`src/rtl/mips_mc_ctrl.sv`:
```
// Multi-cycle MIPS control unit (addiu/addu/sw): fetch handshake, decode, ALU control and datapath enables.
// Optional lw support is enabled by defining MIPS_MC_CTRL_LW_EN.
module mips_mc_ctrl #(
  parameter int MEM_TIMEOUT = 16,
  parameter int RET_CNT_W   = 16
) (
  input  logic                 clk,
  input  logic                 rst_n,
  input  logic [31:0]          mem_rdata,
  input  logic                 mem_ack,
  output logic                 mem_req,
  output logic                 mem_we,
  output logic [31:0]          ir,
  output logic [31:0]          imm_ext,
  output logic [3:0]           alu_ctrl,
  output logic                 alu_src_imm,
  output logic                 reg_write,
  output logic                 reg_dst_rd,
  output logic                 mem_to_reg,
  output logic                 pc_write,
  output logic                 illegal,
  output logic                 timeout,
  output logic [RET_CNT_W-1:0] retired
);

  localparam int WAIT_W = (MEM_TIMEOUT > 1) ? $clog2(MEM_TIMEOUT + 1) : 1;

  typedef enum logic [2:0] {S_FETCH, S_DECODE, S_EXEC, S_MEM, S_WB, S_TRAP} state_t;
  typedef enum logic [1:0] {C_ADDIU, C_ADDU, C_SW, C_LW} cls_t;

  state_t            state, state_nxt;
  cls_t              cls, dec_cls;
  logic [WAIT_W-1:0] wait_cnt, wait_cnt_nxt;
  logic              wait_hit;
  logic              dec_legal, dec_src, dec_dst;
  logic [3:0]        dec_alu;
  logic              ir_load, dec_load, ill_set, to_set, ret_inc;

  // mem_req/mem_we decode the state directly so an async reset drops them at once
  assign mem_req = rst_n & ((state == S_FETCH) | (state == S_MEM));
  assign mem_we  = rst_n & (state == S_MEM) & (cls == C_SW);
  assign imm_ext = {{16{ir[15]}}, ir[15:0]};

  // The request that has already waited MEM_TIMEOUT-1 cycles traps if this cycle also lacks ack
  assign wait_hit = (MEM_TIMEOUT != 0) && (wait_cnt == WAIT_W'(MEM_TIMEOUT - 1));

  always_comb begin
    dec_legal = 1'b1;
    dec_cls   = C_ADDIU;
    dec_alu   = 4'b0000;
    dec_src   = 1'b1;
    dec_dst   = 1'b0;
    case (ir[31:26])
      6'b000000: begin
        if (ir[5:0] == 6'b100001) begin
          dec_cls = C_ADDU;
          dec_alu = 4'b0010;
          dec_src = 1'b0;
          dec_dst = 1'b1;
        end else begin
          dec_legal = 1'b0;
        end
      end
      6'b001001: dec_cls = C_ADDIU;
      6'b101011: begin
        dec_cls = C_SW;
        dec_alu = 4'b0001;
      end
`ifdef MIPS_MC_CTRL_LW_EN
      6'b100011: begin
        dec_cls = C_LW;
        dec_alu = 4'b0001;
      end
`endif
      default: dec_legal = 1'b0;
    endcase
  end

  always_comb begin
    state_nxt    = state;
    wait_cnt_nxt = wait_cnt;
    ir_load      = 1'b0;
    dec_load     = 1'b0;
    ill_set      = 1'b0;
    to_set       = 1'b0;
    ret_inc      = 1'b0;
    case (state)
      S_FETCH, S_MEM: begin
        if (mem_ack) begin
          wait_cnt_nxt = '0;
          if (state == S_FETCH) begin
            ir_load   = 1'b1;
            state_nxt = S_DECODE;
          end else if (cls == C_LW) begin
            state_nxt = S_WB;
          end else begin
            ret_inc   = 1'b1;
            state_nxt = S_FETCH;
          end
        end else if (wait_hit) begin
          to_set    = 1'b1;
          state_nxt = S_TRAP;
        end else begin
          wait_cnt_nxt = wait_cnt + WAIT_W'(1);
        end
      end
      S_DECODE: begin
        if (dec_legal) begin
          dec_load  = 1'b1;
          state_nxt = S_EXEC;
        end else begin
          ill_set   = 1'b1;
          state_nxt = S_TRAP;
        end
      end
      S_EXEC: begin
        wait_cnt_nxt = '0;
        state_nxt    = ((cls == C_SW) || (cls == C_LW)) ? S_MEM : S_WB;
      end
      S_WB: begin
        wait_cnt_nxt = '0;
        ret_inc      = 1'b1;
        state_nxt    = S_FETCH;
      end
      S_TRAP:  state_nxt = S_TRAP;
      default: state_nxt = S_FETCH;
    endcase
  end

  always_ff @(posedge clk or negedge rst_n) begin
    if (!rst_n) begin
      state       <= S_FETCH;
      wait_cnt    <= '0;
      ir          <= '0;
      cls         <= C_ADDIU;
      alu_ctrl    <= 4'b0000;
      alu_src_imm <= 1'b0;
      reg_dst_rd  <= 1'b0;
      pc_write    <= 1'b0;
      reg_write   <= 1'b0;
      illegal     <= 1'b0;
      timeout     <= 1'b0;
      retired     <= '0;
    end else begin
      state     <= state_nxt;
      wait_cnt  <= wait_cnt_nxt;
      pc_write  <= ir_load;
      reg_write <= (state_nxt == S_WB);
      if (ir_load) ir <= mem_rdata;
      if (dec_load) begin
        cls         <= dec_cls;
        alu_ctrl    <= dec_alu;
        alu_src_imm <= dec_src;
        reg_dst_rd  <= dec_dst;
      end
      if (ill_set) illegal <= 1'b1;
      if (to_set)  timeout <= 1'b1;
      if (ret_inc) retired <= retired + RET_CNT_W'(1);
    end
  end

`ifdef MIPS_MC_CTRL_LW_EN
  always_ff @(posedge clk or negedge rst_n) begin
    if (!rst_n) mem_to_reg <= 1'b0;
    else        mem_to_reg <= (state_nxt == S_WB) && (cls == C_LW);
  end
`else
  assign mem_to_reg = 1'b0;
`endif

endmodule

```
`config.mk`:
```
export PLATFORM = sky130hd
export DESIGN_NAME = mips_mc_ctrl
export DESIGN_NICKNAME = d
export VERILOG_FILES = /design/src/rtl/mips_mc_ctrl.sv
export SDC_FILE = /design/constraint.sdc
export NUM_CORES = 1
export LEC_CHECK = 0
export CORE_AREA = 2 2 93 95
export DETAILED_ROUTE_END_ITERATION = 10
export DIE_AREA = 0 0 95 97
export HOLD_SLACK_MARGIN = 0.12
export PLACE_DENSITY = 0.75
export SLEW_MARGIN = 30
export SYNTH_ARGS = -nofsm -noshare
export SYNTH_HDL_FRONTEND = slang
export SYNTH_SLANG_ARGS = --single-unit
```
`constraint.sdc`:
```
create_clock -name clk -period 1.8 [get_ports clk]
set_clock_uncertainty 0.05 [all_clocks]
set_input_delay 0.18 -clock clk [delete_from_list [all_inputs] [get_ports clk]]
set_output_delay 0.18 -clock clk [all_outputs]
set_load 0.05 [all_outputs]
```
# Word level (Yosys, flattened, before mapping)
# Index checks and enable logic that the tools add are counted.
[classes]
add_sub_neg = 2
eq_ne = 13
n_mux = 33
bitwise = 4
reduce_logical = 8
[op_table]
columns = ["operator", "n"]
rows = [
  ["1-bit 2-to-1 mux", 18],
  ["3-bit 2-to-1 mux", 6],
  ["16-bit by 1-bit adder with 16-bit output, second input constant", 1],
  ["6-bit equality test, second input constant", 2],
  ["3-bit one-hot mux with 4 select lines", 1],
  ["5-bit 2-to-1 mux", 2],
  ["5-bit one-hot mux with 2 select lines", 1],
  ["3-bit equality test, second input constant", 3],
  ["2-bit one-hot mux with 2 select lines", 2],
  ["3-bit by 2-bit equality test with 1-bit output, second input constant", 2],
  ["6-bit by 4-bit equality test with 1-bit output, second input constant", 1],
  ["6-bit logical NOT", 1],
  ["2-bit OR reduction", 3],
  ["5-bit by 1-bit adder with 5-bit output, second input constant", 1],
  ["5-bit by 4-bit equality test with 1-bit output, second input constant", 1],
  ["2-bit equality test, second input constant", 2],
  ["1-bit one-hot mux with 2 select lines", 2],
  ["1-bit AND", 3],
  ["3-bit by 1-bit equality test with 1-bit output, second input constant", 1],
  ["3-bit logical NOT", 1],
  ["3-bit != test, second input constant", 1],
  ["2-bit 2-to-1 mux", 1],
  ["2-bit AND reduction", 1],
  ["2-bit nonzero test", 1],
  ["2 further kinds", 2],
]
[totals]
ff_bits = 68
out_inout_bits = 93

# Depth between registers and ports, before layout
[logic_depth]
word_depth = 6
mapped_depth = 7
depth_no_buf = 7

# Worst setup path after synthesis
# Ideal clock, no wire load.
[synth_path]
path_type = "register to register"
start = "register alu_ctrl[0] (netlist name)"
end = "register retired[1]"
setup_ns = 0.125
t_arrival_ns = 1.685
slack_ns = -0.060
path_stages_with_launch = 5
period_less_slack_ns = 1.860
path_cell_list = "dfrtp_1 > nand2_1 > a41oi_4 > buf_6 > mux2_2"
[synth_rtl]
columns = ["element", "line", "source"]
rows = [
  ["end signal, assigned", "158", "if (ret_inc) retired <= retired + RET_CNT_W'(1);"],
  ["end, declared", "23", "output logic [RET_CNT_W-1:0] retired"],
]

# Worst setup path after layout
[layout_path]
start = "register wait_cnt[1]"
end = "register wait_cnt[1]"
[layout_between]
elab_chain_cells = 4
elab_cells_between_ends = 7
[layout_lines]
columns = ["element", "line", "source"]
rows = [
  ["start, declared", "33", "logic [WAIT_W-1:0] wait_cnt, wait_cnt_nxt;"],
  ["start signal, assigned", "146", "wait_cnt <= wait_cnt_nxt;"],
  ["5-bit by 1-bit adder with 5-bit output", "104", "wait_cnt_nxt = wait_cnt + WAIT_W'(1);"],
  ["5-bit 2-to-1 mux", "100", "end else if (wait_hit) begin"],
  ["5-bit 2-to-1 mux", "89", "if (mem_ack) begin"],
  ["5-bit one-hot mux with 2 select lines", "87", "case (state)"],
]
# Several ways; a longest one is shown, not always the timed one. The select of a mux whose other input is x is not followed.
# A chain may end at the register's enable or synchronous reset.

==> metrics.log <==
INFO  metric outcome = finished, final reports clean
INFO  metric fraction_of_final_layout_cells_sized_beyond_drive_strength_1 = 0.353
INFO  metric num_rows = 33
INFO  metric antenna_violating_nets_post_route = 0
INFO  metric total_leakage_power = about 2.5 nW
INFO  metric multi_input_comb_area = ~1200 sq um
INFO  metric synth_top_cell_by_area = sky130_fd_sc_hd__dfrtp_1
INFO  metric muxShareOfSynthArea = 0.119
INFO  metric synth.ff_latch_count = between 60 and 70
INFO  metric synthMostInstantiatedCell = sky130_fd_sc_hd__dfrtp_1
INFO  metric via_per_inst = approximately 4.8
INFO  metric design.die.area = roughly 9000 sq um
INFO  metric synth-edff-count = 0
INFO  metric globalRoute.totalOverflow = 0
INFO  metric final_period_minus_worst_setup_slack = around 1.8 ns
INFO  metric synth_area_per_cell = between 10 and 15 sq um
INFO  metric maxClockFrequency = approximately 560 MHz
INFO  metric whs = 0.396 ns
INFO  metric globalRouteTotalUtil = 0.156
INFO  metric largest_net_degree_at_the_start_of_global_routing = 39
INFO  metric final-hold-violation-count = 0
INFO  metric hp-class = in2async
INFO  metric worstPathRequired = 1.97 ns
INFO  metric route.final.wire_length = 7080 microns
INFO  metric async_flop_share = 1.00
INFO  metric final-setup-viol-count = 0
INFO  metric clk_pin_slew = 0.08 ns
INFO  metric via_count = about 2.3k
INFO  metric placed_cells = 459
INFO  metric netlist_instances = between 200 and 300
INFO  metric compound_cell_area_share_of_the_yosys_netlist = 0.0610
INFO  metric ios = 128
INFO  metric critical_path.max_fanout = 5
INFO  metric finish.cell_count_without_fillers = slightly below 500
INFO  metric post_syn_area = ~3100 sq um
INFO  metric numPortBuffers = 124
INFO  metric criticalPathCategory = reg2reg
INFO  metric drv_cap = 0
INFO  metric finalSetupTns = 0 ns
INFO  metric yosysUniqueCellTypes = 43
INFO  metric die_x = about 95 microns
INFO  metric cpPeakStageDelay = 0.39 ns
INFO  metric first_global_vias = ~2.3k
INFO  metric clock_latency_on_the_worst_skew_pair = around 0.33 ns
INFO  metric final-max-slew-violation-count = 0
INFO  metric detailed_place.area = 4460 sq um
INFO  metric root_buffer = sky130_fd_sc_hd__clkbuf_8
INFO  metric h-tree-depth = 3
INFO  metric area_fraction_of_the_dominant_cell_type_after_synthesis = 0.506
INFO  metric timing.critical_path.cells = ha_2, and3_4, ha_4, nor2b_4, a221o_1, a32o_1
INFO  metric post_synth_and_or_nand_nor_area_fraction = 0.142
INFO  metric die_y = 97 microns
INFO  metric ir_drop = approximately 0.42 mV
INFO  metric design.core.area = 8130 sq um
INFO  metric drt_first_pass_iters = 4
INFO  metric antenna_found_initial = 0
INFO  metric register_area = 1580 sq um
INFO  metric synth_top_family_by_area = simple AND/OR/NAND/NOR gates
INFO  metric worst_slew_margin_rel = 0.647
INFO  metric worst_ep_arrival_time = between 1.5 and 2 ns
INFO  metric leading_post_synthesis_cells_by_cell_area = sky130_fd_sc_hd__dfrtp_1 51%, sky130_fd_sc_hd__mux2_2 12%, sky130_fd_sc_hd__buf_4 9.4%
INFO  metric grt_setup_unrepaired = yes
INFO  metric worst_setup_path_end_kind = register
INFO  metric seq_area_frac_synth = 0.506
INFO  metric design_area = approximately 4800 sq um
INFO  metric final_critical_path_setup_slack = ~0.010 ns
INFO  metric ys_top_cells_by_count = 63 x sky130_fd_sc_hd__dfrtp_1, 39 x sky130_fd_sc_hd__buf_4, 32 x sky130_fd_sc_hd__mux2_2, 14 x sky130_fd_sc_hd__xor2_1
INFO  metric startpoint_type = register
INFO  metric tritoncts = done
INFO  metric first_pass_grt_wire_length = roughly 11,000 microns
INFO  metric effective_utilization_at_floorplan = 0.383
INFO  metric synth-main-ff-cell = sky130_fd_sc_hd__dfrtp_1
INFO  metric route.detailed.wl_per_inst = about 15 microns
INFO  metric placement.setup.worst_slack = -0.0547 ns
INFO  metric timing_worst_slew_pin_value = ~0.53 ns
INFO  metric power.density_cell_area = 719 nW/um^2
INFO  metric finalCritPeriodShare = 0.994
INFO  metric cts_inserted_buffers = 9
INFO  metric layout.nets = 413
INFO  metric antenna_fix_cells = 0
INFO  metric clockBufferDepth = 2
INFO  metric post-route-drc-count = 0
INFO  metric cts_sinks = 63
INFO  metric final_layout_fill_cell_count = 641
INFO  metric cp_slowest_cell = sky130_fd_sc_hd__dfrtp_1
INFO  metric yosysWarningCount = 0
INFO  metric synth_xor_area_frac = 0.0506
INFO  metric half_perimeter_wire_length_after_placement = just over 5000 microns
INFO  metric drt-initial-drc-count = 118
INFO  metric yosys.area_share.adder = 0.0120
INFO  metric finalWeightedCongestion = 0.829
INFO  metric syn_to_final_growth = 55.1%
[worst max-delay path, delay by kind of cell (launching register included)]
family | cells | cell delay (ns)
and+or+nand+nor | 2 | 0.31
AOI/OAI and AO/OA | 2 | 0.59
adders and majority gates | 2 | 0.34
DFF | 1 | 0.39
[metrics by stage]
| step | total power, W | util |
|---|---|---|
| after floorplan | 0.00189 | - |
| after global placement | 0.00215 | 0.548 |
| after detailed placement | 0.00216 | 0.548 |
| after CTS | 0.00352 | 0.584 |
| after global routing | 0.00360 | 0.595 |
| final | 0.00348 | 0.595 |
[path summary, 6_finish.rpt]
kind,start,end,slack [ns],depth (start not counted)
setup / recovery,wait_cnt[1],wait_cnt[1],0.01,6
hold / removal,rst_n,wait_cnt[2],0.40,3
setup reg to reg,wait_cnt[1],wait_cnt[1],0.01,6
hold reg to reg,timeout,timeout,0.41,1
max in group asynchronous,rst_n,alu_ctrl[0],0.86,3
min in group clk,mem_rdata[2],ir[2],0.40,2
[state kept, by name, summed over array words and instances (netlist names)]
register     cells
ir              32
retired         16
wait_cnt         5
state            3
alu_ctrl         1
alu_src_imm      1
illegal          1
pc_write         1
reg_dst_rd       1
reg_write        1
timeout          1
[final cells by class]
cell class	instances	share of cell area
Clock inverter	7	0.0202
Tap cell	105	0.0272
Multi-Input combinational cell	148	0.257
Sequential cell	63	0.327
Timing Repair Buffer	148	0.339
Inverter	5	0.00388
Clock buffer	9	0.0256
[power by group]
group | switching, W | internal [W] | total, W | leakage (nW)
Sequential | 0.0000292 | 0.00145 | 0.00148 | 0.825
Clock | 0.000575 | 0.000781 | 0.00136 | 0.105
Combinational | 0.000381 | 0.000258 | 0.000639 | 1.59
[what timing repair did]
action | in CTS | in global routing
setup buffers | 5 | 4
hold endpoints to repair | 63 | 0
resized for setup | 12 | 23
endpoints found under the setup margin | 12 | 29
hold buffers | 1 | 0
pin swaps | 5 | 1
[kinds of logic (layout without fill, tap and decap cells)]
logic type | after synthesis | after routing
other cells | 1 | 3
buf+inv | 48 | 169
compound gates | 27 | 27
mux | 33 | 33
simple gates | 64 | 64
fa+ha+maj | 3 | 3
flops | 63 | 63
xor+xnor | 18 | 18
[routing by layer]
metal | GRT usage | share of wire | vias to the layer above
met5 | 0 | 0 | -
met4 | 0.0479 | 0.0088 | 0
met3 | 0.0475 | 0.070 | 8
met2 | 0.254 | 0.49 | 88
met1 | 0.197 | 0.43 | 1128
li1 | - | - | 1099
[cell usage in the layout, fill, tap and decap left out, types with 4 or more instances in the layout]
master and instances:
sky130_fd_sc_hd__clkdlybuf4s50_1 54, sky130_fd_sc_hd__mux2_2 32, sky130_fd_sc_hd__o21ai_0 9, sky130_fd_sc_hd__dlymetal6s2s_1 22
sky130_fd_sc_hd__clkbuf_8 9, sky130_fd_sc_hd__xnor2_1 4, sky130_fd_sc_hd__dlygate4sd2_1 5, sky130_fd_sc_hd__buf_4 42
sky130_fd_sc_hd__nand4_1 4, sky130_fd_sc_hd__dfrtp_2 4, sky130_fd_sc_hd__nand2_1 11, sky130_fd_sc_hd__nor2_1 6
sky130_fd_sc_hd__inv_1 5, sky130_fd_sc_hd__xor2_1 14, sky130_fd_sc_hd__a21oi_1 4, sky130_fd_sc_hd__buf_12 22
sky130_fd_sc_hd__nand2b_1 4, sky130_fd_sc_hd__nand3_1 6, sky130_fd_sc_hd__nor4_1 5, sky130_fd_sc_hd__dfrtp_1 59
Power figures use the tool's default switching activity.
